## src/rtl/nibble_sum_accumulator.sv

```systemverilog
// Sums COUNT_N adder results {c3,s} into an ACC_W-bit frame total on a valid/ready port.
// Define NIBBLE_ACC_SAT_EN to saturate the total on overflow instead of wrapping.
module nibble_sum_accumulator #(
  parameter int ACC_W   = 8,
  parameter int COUNT_N = 4
) (
  input  logic             clk,
  input  logic             rst,
  input  logic             in_valid,
  output logic             in_ready,
  input  logic [3:0]       sum_in,
  input  logic             carry_in,
  output logic             out_valid,
  input  logic             out_ready,
  output logic [ACC_W-1:0] acc_out,
  output logic             ovf_out,
  output logic             busy
);

  localparam int CNT_W = $clog2(COUNT_N + 1);
  localparam logic [CNT_W-1:0] LAST = CNT_W'(COUNT_N);

  typedef enum logic [1:0] {
    IDLE,
    ACCUM,
    HOLD
  } state_t;

  state_t           state;
  logic [CNT_W-1:0] count;
  logic [CNT_W-1:0] count_nx;
  logic [ACC_W:0]   value;
  logic [ACC_W:0]   sum;
  logic [ACC_W-1:0] acc_nx;
  logic             accept;

  assign value    = {{(ACC_W-4){1'b0}}, carry_in, sum_in};
  assign sum      = {1'b0, acc_out} + value;
  assign accept   = in_valid && in_ready;
  assign count_nx = count + CNT_W'(1);

  // The adder MSB is only the overflow carry; acc keeps ACC_W bits.
`ifdef NIBBLE_ACC_SAT_EN
  assign acc_nx = (ovf_out || sum[ACC_W]) ? {ACC_W{1'b1}} : sum[ACC_W-1:0];
`else
  assign acc_nx = sum[ACC_W-1:0];
`endif

  always_ff @(posedge clk or posedge rst) begin
    if (rst) begin
      state     <= IDLE;
      acc_out   <= '0;
      ovf_out   <= 1'b0;
      out_valid <= 1'b0;
      busy      <= 1'b0;
      count     <= '0;
      in_ready  <= 1'b1;
    end else begin
      case (state)
        IDLE: begin
          if (accept) begin
            acc_out <= value[ACC_W-1:0];
            ovf_out <= 1'b0;
            count   <= CNT_W'(1);
            busy    <= 1'b1;
            if (COUNT_N == 1) begin
              state     <= HOLD;
              out_valid <= 1'b1;
              in_ready  <= 1'b0;
            end else begin
              state <= ACCUM;
            end
          end
        end
        ACCUM: begin
          if (accept) begin
            acc_out <= acc_nx;
            ovf_out <= ovf_out | sum[ACC_W];
            count   <= count_nx;
            if (count_nx == LAST) begin
              state     <= HOLD;
              out_valid <= 1'b1;
              in_ready  <= 1'b0;
            end
          end
        end
        HOLD: begin
          if (out_ready) begin
            state     <= IDLE;
            out_valid <= 1'b0;
            in_ready  <= 1'b1;
            busy      <= 1'b0;
            acc_out   <= '0;
            ovf_out   <= 1'b0;
            count     <= '0;
          end
        end
        default: begin
          state     <= IDLE;
          out_valid <= 1'b0;
          in_ready  <= 1'b1;
          busy      <= 1'b0;
          acc_out   <= '0;
          ovf_out   <= 1'b0;
          count     <= '0;
        end
      endcase
    end
  end

endmodule

```

## config.mk

```make
export PLATFORM = sky130hd
export DESIGN_NAME = nibble_sum_accumulator
export DESIGN_NICKNAME = d
export VERILOG_FILES = /design/src/rtl/nibble_sum_accumulator.sv
export SDC_FILE = /design/constraint.sdc
export NUM_CORES = 1
export LEC_CHECK = 0
export BUFFER_PORTS_ARGS = -buffer_cell sky130_fd_sc_hd__buf_2
export CAP_MARGIN = 20
export CORE_AREA = 2 2 42 54
export CTS_BUF_LIST = sky130_fd_sc_hd__clkbuf_2
export DETAILED_ROUTE_END_ITERATION = 8
export DIE_AREA = 0 0 44 56
export PLACE_DENSITY = 0.86
export SYNTH_ARGS = -nofsm -noshare
export SYNTH_HDL_FRONTEND = slang
export SYNTH_SLANG_ARGS = --single-unit
export TNS_END_PERCENT = 5
```

## constraint.sdc

```tcl
create_clock -name clk -period 1.9 [get_ports clk]
set_input_delay 0.38 -clock clk [delete_from_list [all_inputs] [get_ports clk]]
set_output_delay 0.38 -clock clk [all_outputs]
set_load 0.02 [all_outputs]
```

==> results of run 1 <==
[timing repair]
item,CTS,global route
setup endpoints to repair,0,2
gates resized for setup,0,3
buffers inserted,0,1
[flip-flops by register name, indices dropped and copies added, names as in the netlist]
signal / cells
count: 3
in_ready: 1
busy: 1
acc_out: 8
out_valid: 1
state: 2
ovf_out: 1
[worst paths after layout]
check / from / end / slack [ps] / cells after the start
setup / recovery: acc_out[0] / acc_out[6] / 60 / 8
hold / removal: rst / acc_out[5] / 130 / 2
setup reg to reg: acc_out[0] / acc_out[6] / 60 / 8
hold reg to reg: count[1] / count[1] / 530 / 2
max in group asynchronous: rst / acc_out[0] / 1360 / 2
min in group clk: sum_in[3] / acc_out[3] / 340 / 3
[worst register-to-register path: stages, from the launching register on]
cell and delay [ps]:
sky130_fd_sc_hd__dfrtp_1 400, sky130_fd_sc_hd__ha_1 210, sky130_fd_sc_hd__inv_2 60, sky130_fd_sc_hd__fa_2 370, sky130_fd_sc_hd__nor2b_1 170, sky130_fd_sc_hd__o31a_1 240, sky130_fd_sc_hd__o21ai_2 70, sky130_fd_sc_hd__xor2_1 150
sky130_fd_sc_hd__nor2_1 60
[layer usage]
layer / track usage, % / vias up
li1: - / 438
met1: 26.0 / 423
met2: 32.6 / 35
met3: 3.25 / 5
met4: 6.49 / 0
met5: 0 / -
[power by group through the flow]
stage          Sequential [uW]  Combinational, uW  Clock, uW
6_report                   362               51.3        176
5_1_grt                    362               58.8        191
4_1_cts                    362               49.2        177
3_5_place_dp               369               49.0          0
3_3_place_gp               369               47.5          0
2_1_floorplan              369               30.4          0
[cell families (layout without fill, tap and decap cells)]
kind of cell | count (synthesis) | in the layout
AND/OR/NAND/NOR | 37 | 37
flip-flops | 17 | 17
multiplexers | 3 | 3
adder cells (fa/ha/maj) | 8 | 8
buffers and inverters | 10 | 34
XOR/XNOR | 5 | 5
AO/OA/AOI/OAI | 31 | 31
[area by class of cell]
| class | count | area share [%] |
|---|---|---|
| clock buffers | 4 | 1.66 |
| inverters | 7 | 2.19 |
| multi-input cells | 84 | 48.4 |
| flip-flops and latches | 17 | 35.5 |
| well taps | 20 | 2.08 |
| repair buffers | 23 | 10.2 |
[cell usage in the layout, fill, tap and decap left out, types with 3 or more instances in the layout]
cell | Yosys | final
sky130_fd_sc_hd__ha_1 | 7 | 7
sky130_fd_sc_hd__nand3_1 | 4 | 4
sky130_fd_sc_hd__nand2_1 | 12 | 12
sky130_fd_sc_hd__a21o_1 | 3 | 3
sky130_fd_sc_hd__o21ai_1 | 5 | 4
sky130_fd_sc_hd__nor2_1 | 10 | 10
sky130_fd_sc_hd__xor2_1 | 3 | 3
sky130_fd_sc_hd__buf_4 | 0 | 3
sky130_fd_sc_hd__o21ai_0 | 4 | 4
sky130_fd_sc_hd__a211oi_1 | 3 | 3
sky130_fd_sc_hd__dfrtp_1 | 16 | 16
sky130_fd_sc_hd__inv_1 | 7 | 6
sky130_fd_sc_hd__a21oi_1 | 5 | 5
sky130_fd_sc_hd__buf_2 | 1 | 20
sky130_fd_sc_hd__clkbuf_2 | 0 | 4
[through the flow]
| stage | util, % | instances | hold WS (ps) |
|---|---|---|---|
| global placement | 60.3 | 150 | 481 |
| global route | 62.1 | 155 | 177 |
| CTS | 61.4 | 154 | 149 |
| floorplan | - | 111 | 305 |
| finish | 62.1 | 155 | 128 |
| detailed placement | 60.3 | 150 | 497 |
==> metrics, run 1 <==
I/O pin total=21; Unique masters post-synth=37; Die Span X=~44 um; number of buffers added on ports=20; clock root buffer=sky130_fd_sc_hd__clkbuf_2; # clock sinks=17; first-pass GRT wire length=3.75 mm; Die Footprint=0.00246 mm2; average via count per standard cell=roughly 5.8; routed length on met2=1.18 mm; Met3 Routed Length=between 100 and 150 um; dominant cell by count in the synthesized netlist=sky130_fd_sc_hd__dfrtp_1; sequential share of power=61.4%; Yosys top cell area share=approximately two fifths; worst clock skew on the final layout=around 2.2 ps; Worst setup EP type=flop; worst slew margin relative to its limit=56.4%; ordered list of cells on the worst path=ha_1, inv_2, fa_2, nor2b_1, o31a_1, o21ai_2, xor2_1, nor2_1; number of DRC markers after the initial detailed-route iteration=23; top cells by area in the synthesized netlist=sky130_fd_sc_hd__dfrtp_1 38%, sky130_fd_sc_hd__ha_1 8.4%, sky130_fd_sc_hd__nand2_1 4.3%, sky130_fd_sc_hd__nor2_1 3.6%, sky130_fd_sc_hd__dfstp_2 2.5%; internal power contribution=440 uW; Clock power frac=29.9%; kind of critical path=flop to flop; Post-Synth Simple-Gate Area=17.7%; GR Overflow Total=0; cell area after layout=0.00120 mm2; largest driver fanout on the critical path=3; Mapped Nets=128; transition time at the pin with the least slew margin=653 ps; fraction of synthesized area in multiplexers=2.98%; total routed wirelength=about 2.3 mm; summed negative setup slack over all endpoints=0 ps; Area after DPL=0.00117 mm2; Startpoint Class=flop; adder and majority cell fraction of the synthesized area=10.3%; Met1 Wirelength=951 um; instance count of the mapped netlist=111; slowest cell on the critical path=sky130_fd_sc_hd__dfrtp_1; clock tree from TritonCTS=built; Detail Placement HPWL=1.71 mm; maximum number of pins on one net before global-route repair=18; combined area of the multi-input logic cells=roughly 580 um2; Warnings, synthesis=0; drt wl/cell=14.7 um; Pins Over Slew Limit=0; Post-synth top cells=16 x sky130_fd_sc_hd__dfrtp_1, 12 x sky130_fd_sc_hd__nand2_1, 10 x sky130_fd_sc_hd__nor2_1; vias post-DR=901; overall power consumption=between 500 and 600 uW; switching share of power=approximately 25%; switching power=150 uW; CP delay by family, top=adder cells; Initial Util=between 50% and 60%; final worst-path setup slack=61.8 ps; hold crit path type=input port to asynchronous set/reset pin; total track usage=19.9%; residual DRC count=0; core region area=0.00194 mm2; clock tree buffer depth=2; hold buffer count at cts=0; Placement Setup Slack=10.6 ps; via count of the first global-routing pass=850; clock transition at the registers of the reported paths=~170 ps; final hold vios=0; delay of the slowest cell on the worst path=400 ps; number of search-and-repair iterations in the first detailed-routing pass=4; dominant combinational cell family by area after synthesis=compound AO/OA/AOI/OAI gates; number of buffers added by the clock tree synthesis step=3; Setup-failing EPs final=0; sum of buffers and inverters on the critical path=1; routability congestion estimate from global placement=0.890; cell area after synthesis=0.00105 mm2; filler instances=171; worst endpoint data arrival time=approximately 2000 ps; maximum level of the CTS H-tree=1; Max Clk Rate=0.544 GHz; Syn-to-layout area delta=14.7%; Synth Area in XOR/XNOR=4.18%; Final min period=1840 ps; number of placement rows=18; number of diodes=0; Combinational Power Share=8.7%; ratio of cells with drive above 1 in the final layout=28.1%; top flip-flop cell by instance count after synthesis=sky130_fd_sc_hd__dfrtp_1; fraction of the mapped netlist area in compound gates=19.8%; fraction of the yosys area taken by sequential cells=40.7%; fraction of registers with async set/reset=100%; Die Height=56 um; Avg Inst Size Synth=9.45 um2; insertion delay of the later-clocked pin in the worst-skew pair=around 300 ps; Critical Path RT=2100 ps; peak supply drop=422 uV; top layer reached by signal wires=met4; number of antenna violations at the first check in global routing=0; final clock period utilization by the worst path=96.7%; power density relative to cell area=491 mW/mm2; Total Nets Final=153; flip-flop and latch count after synthesis=17; register area=427 um2; antenna-violating nets left=0; number of flops mapped to enable cells by yosys=0; max-cap check violation count=0; largest area contributor in the netlist=sky130_fd_sc_hd__dfrtp_1; static leakage=0.000636 uW; status=complete, no violations
(Power assumes the default switching activity.)
==> inputs of run 2 (changes only) <==
Settings changed: PLACE_DENSITY 0.86 to 0.8.
Clock period 1.9 ns to 2 ns, I/O delays scaled along.
==> metrics, run 2 (same netlist as run 1, synthesis figures left out) <==
residual DRC count=0 (unchanged); Detail Placement HPWL=1.54 mm (-9.5%); status=complete, no violations; # clock sinks=17 (unchanged); clock transition at the registers of the reported paths=160 ps (about the same); largest reg by FF count=acc_out; total track usage=19.2% (-0.65 points); Initial Util=54.1% (unchanged); Critical Path RT=2180 ps (+80 ps); hold buffer count at cts=0 (unchanged); vias post-DR=853 (-5.3%); Max Clk Rate=0.561 GHz (+3.1%); delay of the slowest cell on the worst path=400 ps (about the same); largest driver fanout on the critical path=3 (unchanged); GR Overflow Total=0 (unchanged); transition time at the pin with the least slew margin=642 ps (-11.1 ps); most frequent cells in the layout=20 x sky130_fd_sc_hd__buf_2, 16 x sky130_fd_sc_hd__dfrtp_1, 12 x sky130_fd_sc_hd__nand2_1; final clock period utilization by the worst path=89.1% (-7.6 points); Die Footprint=0.00246 mm2 (unchanged); number of antenna violations at the first check in global routing=0 (unchanged); Die Span X=44 um (unchanged); total routed wirelength=2.06 mm (-9.8%); core region area=0.00194 mm2 (unchanged); final standard cell count with taps included and fillers excluded=152 (-1.9%); Total Nets Final=150 (-2.0%); Setup-failing EPs final=0 (unchanged); peak supply drop=408 uV (-3.2%); post-CTS setup buffers=0 (unchanged); routability congestion estimate from global placement=0.893 (+0.28%); worst endpoint data arrival time=1960 ps (-80 ps); Area after DPL=0.00115 mm2 (-1.3%); Pins Over Slew Limit=0 (unchanged); worst slew margin relative to its limit=57.2% (+0.74 points); summed negative setup slack over all endpoints=0 ps (unchanged); max-cap check violation count=0 (unchanged); CP delay by family, top=adder cells; maximum level of the CTS H-tree=1 (unchanged); Final min period=1780 ps (-55.9 ps); static leakage=0.000621 uW (-2.4%); cell area after layout=0.00117 mm2 (-2.4%); filler instances=168 (-1.8%); slowest cell on the critical path=sky130_fd_sc_hd__dfrtp_1; number of diodes=0 (unchanged); power density relative to cell area=467 mW/mm2 (-4.7%); clock tree from TritonCTS=built; ordered list of cells on the worst path=ha_1, inv_1, fa_1, nor2b_1, o31a_1, o21ai_1, xor2_1, nor2_1; worst clock skew on the final layout=12.4 ps (+10.2 ps); Syn-to-layout area delta=11.9%; number of buffers added on ports=20 (unchanged); post-cts resize count=0 (unchanged); I/O pin total=21 (unchanged); via count of the first global-routing pass=830 (-2.4%); max reg flops=8 (unchanged); Worst setup EP type=flop; first-pass GRT wire length=3.64 mm (-2.9%); drt wl/cell=13.5 um (-8.0%); sum of buffers and inverters on the critical path=1 (unchanged); most common cell after layout, fill and taps aside=sky130_fd_sc_hd__buf_2; kind of critical path=flop to flop; number of buffers added by the clock tree synthesis step=3 (unchanged); Startpoint Class=flop; ratio of cells with drive above 1 in the final layout=24.2% (-3.9 points); placed cell count=148 (-1.3%); clock tree buffer depth=2 (unchanged); setup repair after global routing missed its margin=false; insertion delay of the later-clocked pin in the worst-skew pair=300 ps (about the same); clock root buffer=sky130_fd_sc_hd__clkbuf_2; hold crit path type=input port to asynchronous set/reset pin; number of DRC markers after the initial detailed-route iteration=16 (-30%); final hold vios=0 (unchanged); antenna-violating nets left=0 (unchanged); average via count per standard cell=5.61 (-3.5%); maximum number of pins on one net before global-route repair=18 (unchanged); registers with the most flip-flops=acc_out x8, count x3, state x2; number of placement rows=18 (unchanged); Die Height=56 um (unchanged); number of search-and-repair iterations in the first detailed-routing pass=4 (unchanged)
-- run 2: layout make-up --
| class | instances | area [um2] | share of cell area, % |
|---|---|---|---|
| Clock buffer | 4 | 20.0 | 1.71 |
| Inverter | 7 | 26.3 | 2.24 |
| Timing Repair Buffer | 20 | 100 | 8.53 |
| Tap cell | 20 | 25.0 | 2.13 |
| Multi-Input combinational cell | 84 | 576 | 49.0 |
| Sequential cell | 17 | 427 | 36.4 |
-- run 2: routing by layer --
metal	global-route usage, %	vias to the layer above	routed length (um)
li1	-	435	-
met1	22.9	389	925
met2	33.4	24	1010
met3	1.95	5	91
met4	8.66	0	34
met5	0	-	0
-- run 2: stage by stage --
stage	utilization [%]	setup slack, ps	total power, uW	hold WS [ps]
after floorplan	-	222	379	325
after global placement	59.6	155	395	480
after detailed placement	59.6	116	396	503
after CTS	60.6	222	555	165
after global routing	60.6	21.0	577	189
final	60.6	218	549	148
-- run 2: path summary, 6_finish.rpt --
| path | from | endpoint | slack [ps] | cells after the start |
|---|---|---|---|---|
| worst max-delay path | acc_out[0] | acc_out[6] | 220 | 8 |
| worst min-delay path | rst | count[2] | 150 | 2 |
| worst max register to register | acc_out[0] | acc_out[6] | 220 | 8 |
| worst min register to register | ovf_out | ovf_out | 530 | 2 |
| max in group asynchronous | rst | ovf_out | 1430 | 2 |
| min in group clk | sum_in[3] | acc_out[3] | 360 | 3 |
-- run 2: power by group --
group	switching, uW	internal (uW)
registers	0	344
clock network	106	53.0
logic	26.5	19.6
total	132	417
